File: src/rtl/render_frame_scheduler.sv
// Render frame scheduler: sequences one frame as clear -> per-model render
// handshakes -> wait for vsync -> buffer swap.
// Ports:
//   clk, rstn        clock and async active-low reset
//   i_frame_start    request one frame (accepted only in IDLE without abort)
//   i_abort          abandon the current frame (ignored in IDLE)
//   i_model_count    models in the frame, latched at accepted frame start
//   i_vsync          display vertical sync
//   i_rp_ready       render pipeline ready for a start pulse
//   i_rp_finished    render pipeline finished the current model
//   o_rp_start       one-cycle render start pulse
//   o_model_idx      index of the model being rendered
//   o_clear_en       clear write enable
//   o_clear_addr     clear write address
//   o_fb_swap        one-cycle front/back buffer swap
//   o_frame_done     one-cycle frame complete, coincident with o_fb_swap
//   o_busy           high outside IDLE
//   o_overrun        one-cycle pulse after a frame start seen while busy
module render_frame_scheduler #(
  parameter int unsigned SCREEN_WIDTH   = 320,
  parameter int unsigned SCREEN_HEIGHT  = 320,
  parameter int unsigned ADDRWIDTH      = $clog2(SCREEN_WIDTH * SCREEN_HEIGHT),
  parameter int unsigned MODEL_IDXWIDTH = 8
) (
  input  logic                      clk,
  input  logic                      rstn,
  input  logic                      i_frame_start,
  input  logic                      i_abort,
  input  logic [MODEL_IDXWIDTH-1:0] i_model_count,
  input  logic                      i_vsync,
  input  logic                      i_rp_ready,
  input  logic                      i_rp_finished,
  output logic                      o_rp_start,
  output logic [MODEL_IDXWIDTH-1:0] o_model_idx,
  output logic                      o_clear_en,
  output logic [ADDRWIDTH-1:0]      o_clear_addr,
  output logic                      o_fb_swap,
  output logic                      o_frame_done,
  output logic                      o_busy,
  output logic                      o_overrun
);

  localparam int unsigned NUM_PIXELS = SCREEN_WIDTH * SCREEN_HEIGHT;
  localparam logic [ADDRWIDTH-1:0] LAST_ADDR = ADDRWIDTH'(NUM_PIXELS - 1);

  typedef enum logic [2:0] {
    IDLE,
    CLEAR,
    WAIT_READY,
    START,
    WAIT_FINISH,
    WAIT_VSYNC,
    SWAP
  } state_e;

  state_e                    state_q, state_d;
  logic [MODEL_IDXWIDTH-1:0] count_q, count_d;
  logic [MODEL_IDXWIDTH-1:0] idx_q, idx_d;
  logic [ADDRWIDTH-1:0]      addr_q, addr_d;
  logic                      clear_en_q, clear_en_d;
  logic                      rp_start_q, rp_start_d;
  logic                      swap_q, swap_d;
  logic                      busy_q, busy_d;
  logic                      overrun_q, overrun_d;

  // State and registered outputs
  always_ff @(posedge clk or negedge rstn) begin
    if (!rstn) begin
      state_q    <= IDLE;
      count_q    <= '0;
      idx_q      <= '0;
      addr_q     <= '0;
      clear_en_q <= 1'b0;
      rp_start_q <= 1'b0;
      swap_q     <= 1'b0;
      busy_q     <= 1'b0;
      overrun_q  <= 1'b0;
    end else begin
      state_q    <= state_d;
      count_q    <= count_d;
      idx_q      <= idx_d;
      addr_q     <= addr_d;
      clear_en_q <= clear_en_d;
      rp_start_q <= rp_start_d;
      swap_q     <= swap_d;
      busy_q     <= busy_d;
      overrun_q  <= overrun_d;
    end
  end

  // Next-state logic; output flops are loaded from the next state so they
  // line up exactly with the state they describe.
  always_comb begin
    state_d = state_q;
    count_d = count_q;
    idx_d   = idx_q;
    addr_d  = addr_q;

    case (state_q)
      IDLE: begin
        if (i_frame_start && !i_abort) begin
          state_d = CLEAR;
          count_d = i_model_count;
          idx_d   = '0;
          addr_d  = '0;
        end
      end
      CLEAR: begin
        if (addr_q == LAST_ADDR) begin
          addr_d  = '0;
          state_d = (count_q != '0) ? WAIT_READY : WAIT_VSYNC;
        end else begin
          addr_d = addr_q + ADDRWIDTH'(1);
        end
      end
      WAIT_READY: begin
        if (i_rp_ready) state_d = START;
      end
      START: begin
        state_d = WAIT_FINISH;
      end
      WAIT_FINISH: begin
        if (i_rp_finished) begin
          if (idx_q == count_q - MODEL_IDXWIDTH'(1)) begin
            state_d = WAIT_VSYNC;
          end else begin
            idx_d   = idx_q + MODEL_IDXWIDTH'(1);
            state_d = WAIT_READY;
          end
        end
      end
      WAIT_VSYNC: begin
        if (i_vsync) state_d = SWAP;
      end
      SWAP: begin
        state_d = IDLE;
      end
      default: begin
        state_d = IDLE;
      end
    endcase

    // Abort overrides every other transition outside IDLE
    if (i_abort && (state_q != IDLE)) begin
      state_d = IDLE;
      addr_d  = '0;
    end

    clear_en_d = (state_d == CLEAR);
    rp_start_d = (state_d == START);
    swap_d     = (state_d == SWAP);
    busy_d     = (state_d != IDLE);
    overrun_d  = i_frame_start && (state_q != IDLE);
  end

  assign o_rp_start   = rp_start_q;
  assign o_model_idx  = idx_q;
  assign o_clear_en   = clear_en_q;
  assign o_clear_addr = addr_q;
  assign o_fb_swap    = swap_q;
  assign o_frame_done = swap_q;
  assign o_busy       = busy_q;
  assign o_overrun    = overrun_q;

endmodule
File: config.mk
export PLATFORM = sky130hd
export DESIGN_NAME = render_frame_scheduler
export DESIGN_NICKNAME = d
export VERILOG_FILES = /design/src/rtl/render_frame_scheduler.sv
export SDC_FILE = /design/constraint.sdc
export NUM_CORES = 1
export LEC_CHECK = 0
export CORE_MARGIN = 4
export CORE_UTILIZATION = 29
export CTS_CLUSTER_SIZE = 8
export DETAILED_ROUTE_END_ITERATION = 8
export SETUP_SLACK_MARGIN = 0.3
export SLEW_MARGIN = 40
export SYNTH_ARGS = -nofsm -noshare
export SYNTH_HDL_FRONTEND = slang
export SYNTH_SLANG_ARGS = --single-unit
File: constraint.sdc
create_clock -name clk -period 2.5 [get_ports clk]
set_input_delay 0.5 -clock clk [delete_from_list [all_inputs] [get_ports clk]]
set_output_delay 0.5 -clock clk [all_outputs]
set_load 0.02 [all_outputs]
==> impl_metrics.tcl, run 1 <==
set metrics [dict create \
    comb_power_share 0.415 \
    antennaDiodeCount 0 \
    routed_wl_um 5700 \
    path_type_of_the_worst_setup_path "flop to flop" \
    cpPeakStageDelay_ns 0.44 \
    slew_at_the_pin_closest_to_its_max_slew_limit_ns 0.410 \
    cap_viol_max_count 0 \
    grt_util_all_layers 0.120 \
    worstSetupStartpointType "flop" \
    cts_hold_buffers 0 \
    grt_pass1_vias 1998 \
    postSynthRegisterBits 41 \
    net_switching_share_of_the_total_power 0.377 \
    critical_path_most_common_cell "sky130_fd_sc_hd__a211oi_4" \
    cp_endpoint_kind "flop" \
    chipWidth_um 98.1 \
    dr_total_vias 2017 \
    crit_family "compound AO/OA/AOI/OAI gates" \
    ctsLongestPathBuffers 2 \
    gp_congestion 0.818 \
    clkSinkCount 41 \
    worst_slew_margin_rel 0.724 \
    post_synth_instance_area_um2 2350 \
    worstHoldPathType "input port to asynchronous set/reset pin" \
    detailed_place_hpwl_um 4010 \
    internal-power_mw 1.62 \
    accumulated_negative_setup_slack_ns 0 \
    cts_tree "done" \
    synth_nets 269 \
    share_of_layout_cells_above_drive_strength_1 0.153 \
    final_setup_violation_count 0 \
    seq_area_frac_synth 0.436 \
    globalRoute.totalOverflow 0 \
    detail-route-antenna-nets 0 \
    initial_antenna_violation_count 0 \
    design.portCount 46 \
    ys.warnings.count 0 \
    detail_route.iter0.violations 96 \
    final_net_count 325 \
    final_min_period_over_clock_period 0.856 \
    placement_rows 32 \
    p_switching_mw 0.984 \
    outcome "completed" \
    cp.depth 9 \
    maximum_number_of_pins_on_one_net_before_global_route_repair 20 \
    dr.pass1.iters 5 \
    die_height_um 98.1 \
    clk_pin_slew_ns 0.09 \
    ctsHtreeMaxLevel 2 \
    syn_avg_cell_area_um2 9.38 \
    cp_data_required_time_ns 2.71 \
    synthesis.instances 251 \
    total_power_per_unit_cell_area_nw_per_um2 816 \
    async_flop_share 1.00 \
    crit_chain "inv_1 > ha_2 > nor4b_4 > a21oi_1 > o2111ai_2 > a211oi_4 > buf_4 > a211oi_4 > nor3b_2" \
    grt_first_pass_wirelength_um 9580 \
    finalMaxSlewViolations 0 \
    worst_path_max_delay_cell "sky130_fd_sc_hd__dfrtp_2" \
    p_clk_frac 0.207 \
    route.detailed.drc 0 \
    clk-insertion-delay-late_ns 0.29 \
    drt-wirelength-per-cell_um 13.9 \
    critPathMaxFanout 5 \
    cp.arrival_ns 2.35 \
    synth_edf_count 0 \
    critical_path.n_buffers_inverters 2 \
    start_util 0.301 \
    final_hold_viol_count 0 \
    fp.dieArea_um2 9620 \
    post_drt_via_cell_ratio 4.92 \
    timing.final.crit_period_ns 2.14 \
    max_freq_mhz 467 \
    total_power_mw 2.61 \
    cts_buffers 5 \
    fin_worst_skew_ns 0.0142 \
    core_um2 7810 \
    seq_power_share 0.378 \
    syn_to_final_growth_pct 35.7 \
    cts_root_buffer "sky130_fd_sc_hd__clkbuf_8" \
    ff2ff_path_depth 9 \
    number_of_i_o_port_buffers 45 \
    synth.distinct_cells 56 \
    synth_ff_type "sky130_fd_sc_hd__dfrtp_1" \
    rsz0062_at_grt "yes" \
    maximum_resistive_drop_on_vdd_uv 253 \
    static-leakage-power_nw 1.34 \
]
==> metal layers <==
layer  routed length, um  GRT usage
met3                 241     0.0307
met1                2710      0.159
met4                  52     0.0288
met2                2700      0.197
met5                   0          0
==> cells in the final DEF (no fill, tap or decap), types with 5 or more instances in the layout <==
cell type	n
sky130_fd_sc_hd__a21oi_1	12
sky130_fd_sc_hd__and3_1	6
sky130_fd_sc_hd__buf_4	15
sky130_fd_sc_hd__clkbuf_8	5
sky130_fd_sc_hd__clkdlybuf4s50_1	43
sky130_fd_sc_hd__dfrtp_1	39
sky130_fd_sc_hd__inv_1	8
sky130_fd_sc_hd__mux2_2	8
sky130_fd_sc_hd__mux2i_1	8
sky130_fd_sc_hd__nand2_1	27
sky130_fd_sc_hd__nand2b_1	6
sky130_fd_sc_hd__nand3_1	5
sky130_fd_sc_hd__nand4_1	8
sky130_fd_sc_hd__nor2_1	23
sky130_fd_sc_hd__nor2b_1	7
sky130_fd_sc_hd__o21ai_0	11
sky130_fd_sc_hd__xor2_1	10
==> layout make-up <==
type	instances	area (um2)
Tap cell	102	128
Sequential cell	41	1030
Multi-Input combinational cell	190	1320
Clock buffer	6	72.6
Inverter	8	30.0
Fill cell	788	4610
Timing Repair Buffer	61	581
Clock inverter	2	38.8
==> flip-flops by register name, summed over array words and instances, names as in the netlist <==
signal,flops
count_q,8
o_busy,1
o_clear_addr,17
o_clear_en,1
o_fb_swap,1
o_model_idx,8
o_overrun,1
o_rp_start,1
state_q,3
==> power by group through the flow <==
stage	combinational, mW	clock (mW)	sequential [mW]
floorplan	0.629	0	0.971
global placement	0.914	0	0.981
detailed placement	0.922	0	0.982
CTS	1.00	0.561	0.986
global route	1.18	0.587	1.01
finish	1.08	0.539	0.986
==> metrics by stage <==
| stage | cell area, um2 | cells | util | setup WS [ns] | hold slack, ns |
|---|---|---|---|---|---|
| floorplan | 2350 | 251 | - | 0.348 | 0.204 |
| global placement | 2940 | 395 | 0.376 | 0.0728 | 0.451 |
| detailed placement | 2940 | 395 | 0.376 | 0.0455 | 0.454 |
| CTS | 3120 | 405 | 0.400 | 0.320 | 0.125 |
| global route | 3190 | 410 | 0.409 | 0.236 | 0.137 |
| finish | 3190 | 410 | 0.409 | 0.360 | 0.119 |
==> cell usage after synthesis (4+ instances only) <==
| library cell | instances | area share |
|---|---|---|
| sky130_fd_sc_hd__and2_1 | 4 | 0.011 |
| sky130_fd_sc_hd__xor2_1 | 10 | 0.037 |
| sky130_fd_sc_hd__nand4_1 | 8 | 0.021 |
| sky130_fd_sc_hd__a21oi_1 | 12 | 0.026 |
| sky130_fd_sc_hd__nor2_1 | 24 | 0.038 |
| sky130_fd_sc_hd__nand2_1 | 27 | 0.043 |
| sky130_fd_sc_hd__and3_1 | 6 | 0.016 |
| sky130_fd_sc_hd__o31ai_1 | 4 | 0.013 |
| sky130_fd_sc_hd__inv_1 | 8 | 0.013 |
| sky130_fd_sc_hd__clkbuf_1 | 5 | 0.0080 |
| sky130_fd_sc_hd__mux2_2 | 8 | 0.038 |
| sky130_fd_sc_hd__nand2b_1 | 6 | 0.016 |
| sky130_fd_sc_hd__xnor2_1 | 4 | 0.015 |
| sky130_fd_sc_hd__dfrtp_1 | 41 | 0.44 |
| sky130_fd_sc_hd__o21ai_0 | 11 | 0.023 |
| sky130_fd_sc_hd__nor3b_1 | 4 | 0.013 |
| sky130_fd_sc_hd__mux2i_1 | 8 | 0.034 |
| sky130_fd_sc_hd__nor2b_1 | 7 | 0.019 |
| sky130_fd_sc_hd__nand3_1 | 5 | 0.011 |
==> worst paths after layout <==
check	from	endpoint	slack (ns)
min in group clk	o_clear_addr[3]	o_clear_addr[3]	0.54
worst max register to register	count_q[0]	o_fb_swap	0.36
max in group asynchronous	rstn	o_model_idx[5]	1.82
worst min register to register	o_clear_addr[3]	o_clear_addr[3]	0.54
worst max-delay path	count_q[0]	o_fb_swap	0.36
worst min-delay path	rstn	o_rp_start	0.12
==> timing repair <==
item,CTS,global route
gates resized for setup,9,6
setup buffers,2,5
setup endpoints to repair,15,24
pin swaps,2,5
cloned,0,0
==> cells by family after synthesis <==
logic type,Yosys count,share of synthesized area
AO/OA/AOI/OAI,47,0.135
buffers and inverters,20,0.0362
adder cells (fa/ha/maj),3,0.0160
multiplexers,16,0.0723
AND/OR/NAND/NOR,110,0.253
XOR/XNOR,14,0.0521
flip-flops,41,0.436
Power figures use the tool's default switching activity.
==> run 2, diff against run 1 <==
--- a/config.mk
+++ b/config.mk
@@ -9,6 +9,7 @@
 export CORE_UTILIZATION = 29
 export CTS_CLUSTER_SIZE = 8
 export DETAILED_ROUTE_END_ITERATION = 8
+export REMOVE_ABC_BUFFERS = 1
 export SETUP_SLACK_MARGIN = 0.3
 export SLEW_MARGIN = 40
 export SYNTH_ARGS = -nofsm -noshare
==> run 2 against run 1 <==
Compared with the run above:
- sequential share of layout area down 0.70 points
- die area unchanged
- utilization is 1.0 points higher
- clock-buffer cell count up 2
- non-clock buffer count rose by 10
- sequential power increased by 0.6%
- setup slack improved by 0.024 ns
- register-to-register slack better by 0.02 ns
- combinational power rose by 4%
- critical endpoint is now o_rp_start
- largest power group unchanged
==> impl_metrics.tcl, run 2 (synthesis results as in run 1) <==
set metrics [dict create \
    syn_to_final_growth_pct 39.1 \
    start_util 0.301 \
    ff2ff_setup_slack_ns 0.38 \
    design.portCount 46 \
    critPathLaunch "count_q[0]" \
    cts_buffers 5 \
    placed_cells_incl_taps 395 \
    cp.depth 9 \
    critPathMaxFanout 4 \
    fin_worst_skew_ns 0.00907 \
    critical_path.endpoint "o_rp_start" \
    layout_common_cells "43 x sky130_fd_sc_hd__clkdlybuf4s50_1, 37 x sky130_fd_sc_hd__dfrtp_1, 27 x sky130_fd_sc_hd__nand2_1, 23 x sky130_fd_sc_hd__buf_4, 21 x sky130_fd_sc_hd__nor2_1" \
    core_um2 7810 \
    finalMaxSlewViolations 0 \
    final_hold_viol_count 0 \
    largest_reg_flops 17 \
    outcome "completed" \
    initial_antenna_violation_count 0 \
    clkSinkCount 41 \
    placement_rows 32 \
    worstReg2RegStart "count_q[0]" \
    cp_data_required_time_ns 2.66 \
    antennaDiodeCount 0 \
    gp_congestion 0.817 \
    maximum_number_of_pins_on_one_net_before_global_route_repair 20 \
    clk-insertion-delay-late_ns 0.29 \
    cts_root_buffer "sky130_fd_sc_hd__clkbuf_8" \
    drt-wirelength-per-cell_um 13.8 \
    cts_tree "done" \
    dr.pass1.iters 4 \
    worst_slew_margin_rel 0.661 \
    path_type_of_the_worst_setup_path "flop to flop" \
    ff2ff_path_depth 9 \
    final_setup_violation_count 0 \
    post_drt_via_cell_ratio 4.92 \
    crit_family "simple AND/OR/NAND/NOR gates" \
    die_height_um 98.1 \
    accumulated_negative_setup_slack_ns 0 \
    critical_path_most_common_cell "sky130_fd_sc_hd__nor4b_4" \
    regToRegEndpoint "o_rp_start" \
    maximum_resistive_drop_on_vdd_uv 211 \
    grt_pass1_vias 1954 \
    worst_path_max_delay_cell "sky130_fd_sc_hd__dfrtp_2" \
    detail_route.iter0.violations 33 \
    dr_total_vias 2067 \
    rsz0062_at_grt "yes" \
    fp.dieArea_um2 9620 \
    grt_util_all_layers 0.119 \
    globalRoute.totalOverflow 0 \
    worstHoldPathType "input port to asynchronous set/reset pin" \
    final_min_period_over_clock_period 0.846 \
    cap_viol_max_count 0 \
    detailed_place_hpwl_um 4060 \
    grt_first_pass_wirelength_um 9540 \
    cp.arrival_ns 2.28 \
    final-instance-count-excl-fill 420 \
    ctsHtreeMaxLevel 2 \
    total_power_per_unit_cell_area_nw_per_um2 772 \
    cpPeakStageDelay_ns 0.44 \
    static-leakage-power_nw 1.38 \
    route.detailed.drc 0 \
    share_of_layout_cells_above_drive_strength_1 0.204 \
    layout_utilization 0.419 \
    critical_path.n_buffers_inverters 2 \
    clk_pin_slew_ns 0.08 \
    crit_chain "inv_1 > ha_2 > nor4b_4 > nor4b_4 > buf_4 > nor4_2 > o31ai_2 > o31a_1 > nor2_1" \
    timing.final.crit_period_ns 2.12 \
    number_of_i_o_port_buffers 45 \
    cp_endpoint_kind "flop" \
    chipWidth_um 98.1 \
    cts_hold_buffers 0 \
    routed_wl_um 5810 \
    ctsLongestPathBuffers 2 \
    final_net_count 335 \
    detail-route-antenna-nets 0 \
    slew_at_the_pin_closest_to_its_max_slew_limit_ns 0.504 \
    max_freq_mhz 473 \
    worstSetupStartpointType "flop" \
    layout_commonest_cell "sky130_fd_sc_hd__clkdlybuf4s50_1" \
]
-- run 2: cell count changes in the layout (fill, tap and decap cells not counted), sizes merged --
| cell | previous run | this run |
|---|---|---|
| bufinv | 1 | 0 |
| buf | 17 | 27 |
| clkbuf | 6 | 8 |
| clkinv | 1 | 0 |
-- run 2: power breakdown --
| part | internal (mW) | switching (mW) | leakage (nW) |
|---|---|---|---|
| combinational | 0.559 | 0.559 | 0.794 |
| sequential | 0.796 | 0.195 | 0.542 |
| clock | 0.199 | 0.219 | 0.0395 |
| total | 1.55 | 0.973 | 1.38 |
-- run 2: how the worst min path moves through the flow --
stage          from               to  slack, ns  cells after the start
3_3_place_gp   rstn       o_clear_en       0.43                      1
2_1_floorplan  rstn       count_q[0]       0.20                      0
5_1_grt        rstn       o_clear_en       0.13                      1
4_1_cts        rstn       o_clear_en       0.12                      1
6_report       rstn  o_clear_addr[3]       0.12                      1
3_5_place_dp   rstn       o_clear_en       0.44                      1
-- run 2: layer usage --
layer	GRT usage	vias up	share of wire
met2	0.194	46	0.48
met1	0.162	1004	0.47
met5	0	-	0
met3	0.0271	5	0.043
li1	-	1012	-
met4	0.0256	0	0.0065
-- run 2: worst register-to-register path, cell delays in order (launching register included) --
cell	delay (ns)
sky130_fd_sc_hd__dfrtp_2	0.44
sky130_fd_sc_hd__inv_1	0.07
sky130_fd_sc_hd__ha_2	0.20
sky130_fd_sc_hd__nor4b_4	0.26
sky130_fd_sc_hd__nor4b_4	0.27
sky130_fd_sc_hd__buf_4	0.17
sky130_fd_sc_hd__nor4_2	0.05
sky130_fd_sc_hd__o31ai_2	0.24
sky130_fd_sc_hd__o31a_1	0.24
sky130_fd_sc_hd__nor2_1	0.06
-- run 2: layout make-up --
| class | instances | area, um2 |
|---|---|---|
| clock buffer | 8 | 80.1 |
| multi-input combinational | 190 | 1350 |
| timing repair buffer | 71 | 654 |
| inverter | 8 | 30.0 |
| sequential | 41 | 1030 |
| fill | 803 | 4530 |
| tap | 102 | 128 |
-- run 2: timing repair --
action                                  CTS  global route
gates resized for setup                   9            19
endpoints found under the setup margin   14            26
hold endpoints to repair                  0             0
pin swaps                                 2            12
buffers inserted                          2            15
-- run 2: stage by stage --
stage          setup WS [ns]  cell area (um2)  hold WS [ns]  power [mW]
2_1_floorplan          0.156             2300         0.204        1.57
3_3_place_gp           0.124             2940         0.435        1.89
3_5_place_dp          0.0537             2940         0.435        1.90
4_1_cts                0.302             3100         0.123        2.44
5_1_grt                0.283             3270         0.133        2.71
6_report               0.384             3270         0.117        2.53
==> run 3, diff against run 2 <==
==> constraint.sdc (replaced) <==
create_clock -name clk -period 1.9 [get_ports clk]
set_input_delay 0.38 -clock clk [delete_from_list [all_inputs] [get_ports clk]]
set_output_delay 0.38 -clock clk [all_outputs]
set_load 0.02 [all_outputs]
==> run 3 against run 2 <==
Compared with the run above:
- the run now ends with setup timing left
- utilization up 3.8 points
- global-route usage up 1.3 points
- highest routed layer unchanged
- critical endpoint unchanged
- via count rose by 5.8%
- final cell count grew 8.3%
- routed wire length up 6.2%
- combinational power up 67%
- register-to-register slack lost 0.61 ns
- worst hold slack got worse by 0.10 ns
- sequential power up 22%
==> impl_metrics.tcl, run 3 (synthesis results as in run 1) <==
set metrics [dict create \
    largest_reg_flops 17 \
    maximum_number_of_pins_on_one_net_before_global_route_repair 20 \
    accumulated_negative_setup_slack_ns -2.73 \
    cp.arrival_ns 2.29 \
    cts_tree "done" \
    cts_hold_buffers 0 \
    fin_worst_skew_ns 0.00342 \
    start_util 0.301 \
    syn_to_final_growth_pct 51.8 \
    grt_first_pass_wirelength_um 10500 \
    timing.final.crit_period_ns 2.13 \
    share_of_layout_cells_above_drive_strength_1 0.303 \
    final-instance-count-excl-fill 455 \
    layout_commonest_cell "sky130_fd_sc_hd__buf_4" \
    placement_rows 32 \
    cts_root_buffer "sky130_fd_sc_hd__clkbuf_8" \
    violated_checks "setup timing" \
    critPathMaxFanout 5 \
    path_type_of_the_worst_setup_path "flop to flop" \
    dr.pass1.iters 4 \
    worst_path_max_delay_cell "sky130_fd_sc_hd__or4_4" \
    detail_route.iter0.violations 51 \
    routed_wl_um 6170 \
    ff2ff_path_depth 8 \
    clk-insertion-delay-late_ns 0.29 \
    ctsHtreeMaxLevel 2 \
    worst_slew_margin_rel 0.727 \
    cts_buffers 5 \
    final_min_period_over_clock_period 1.12 \
    outcome "finished with violations" \
    postLayoutSetupSlackWorst_ns -0.226 \
    cp_data_required_time_ns 2.07 \
    cpPeakStageDelay_ns 0.50 \
    dr_total_vias 2187 \
    clkSinkCount 41 \
    total_power_per_unit_cell_area_nw_per_um2 1050 \
    fp.dieArea_um2 9620 \
    final_net_count 371 \
    clk_pin_slew_ns 0.08 \
    crit_family "simple AND/OR/NAND/NOR gates" \
    critical_path_most_common_cell "sky130_fd_sc_hd__buf_6" \
    detailed_place_hpwl_um 4570 \
    cp_endpoint_kind "flop" \
    initial_antenna_violation_count 0 \
    pre_cts_slack_ns -0.374 \
    placed_cells_incl_taps 441 \
    antennaDiodeCount 0 \
    chipWidth_um 98.1 \
    number_of_i_o_port_buffers 45 \
    grt_util_all_layers 0.132 \
    worst_hold_slack_ns 0.0143 \
    final_hold_viol_count 0 \
    design.portCount 46 \
    cp.depth 8 \
    ctsLongestPathBuffers 2 \
    max_freq_mhz 470 \
    globalRoute.totalOverflow 0 \
    grt_pass1_vias 2183 \
    worstHoldPathType "input port to asynchronous set/reset pin" \
    layout_common_cells "56 x sky130_fd_sc_hd__buf_4, 41 x sky130_fd_sc_hd__dfrtp_1, 30 x sky130_fd_sc_hd__dlygate4sd2_1, 25 x sky130_fd_sc_hd__nand2_1, 21 x sky130_fd_sc_hd__nor2_1" \
    core_um2 7810 \
    finalMaxSlewViolations 0 \
    cap_viol_max_count 0 \
    detail-route-antenna-nets 0 \
    route.detailed.drc 0 \
    crit_chain "buf_6 > nor3_4 > nand2_2 > or4_4 > a211oi_4 > buf_6 > o31a_1 > nor2_1" \
    gp_congestion 0.796 \
    static-leakage-power_nw 1.74 \
    final_setup_violation_count 16 \
    worstSetupStartpointType "flop" \
    die_height_um 98.1 \
    slew_at_the_pin_closest_to_its_max_slew_limit_ns 0.409 \
    drt-wirelength-per-cell_um 13.6 \
    maximum_resistive_drop_on_vdd_uv 361 \
    post_drt_via_cell_ratio 4.81 \
    critical_path.n_buffers_inverters 2 \
    rsz0062_at_grt "yes" \
]
[run 3: changes by cell type in the layout (fill, tap and decap cells not counted), sizes merged]
cell and change:
clkbuf -2, clkdlybuf4s15 +1, clkinv +1, dlygate4sd2 +30
bufinv +1, buf +36, clkdlybuf4s50 -32
[run 3: layer usage]
metal,wire (um),track usage
met5,0,0
met4,61,0.0351
met3,219,0.0300
met2,2900,0.214
met1,2990,0.179
[run 3: timing repair]
item                                    CTS  global route
setup buffers                             5             1
gates cloned                              1             0
pin swaps                                 9             4
endpoints found under the setup margin   70            43
resized for setup                        63            14
[run 3: worst register-to-register path: cells and delay by family (launching register included)]
kind,cells,cell delay [ns]
AO/OA/AOI/OAI,2,0.48
flip-flops,1,0.40
AND/OR/NAND/NOR,4,0.84
buffers and inverters,2,0.29
[run 3: report_power, final]
part	internal, mW	switching (mW)	total (mW)
logic	0.964	0.908	1.87
registers	1.04	0.165	1.21
clock network	0.382	0.298	0.680
total	2.39	1.37	3.76
[run 3: layout make-up]
class	count	area, um2
multi-input cells	190	1380
clock buffers	5	68.8
inverters	8	30.0
well taps	102	128
fillers	747	4230
repair buffers	107	902
clock inverters	2	35.0
flip-flops and latches	41	1030
[run 3: through the flow]
stage               cell area [um2]  total power, mW   util
detailed placement             3280             2.85  0.421
floorplan                      2300             2.07      -
global route                   3570             4.01  0.458
global placement               3280             2.82  0.421
finish                         3570             3.76  0.458
CTS                            3530             3.73  0.452
[run 3: path summary, 6_finish.rpt]
check,to,slack (ns),start
setup / recovery,o_rp_start,-0.23,count_q[1]
hold / removal,o_clear_en,0.01,rstn
setup reg to reg,o_rp_start,-0.23,count_q[1]
hold reg to reg,o_clear_addr[11],0.55,o_clear_addr[11]
max in group asynchronous,count_q[7],1.37,rstn
min in group clk,o_overrun,0.47,i_frame_start
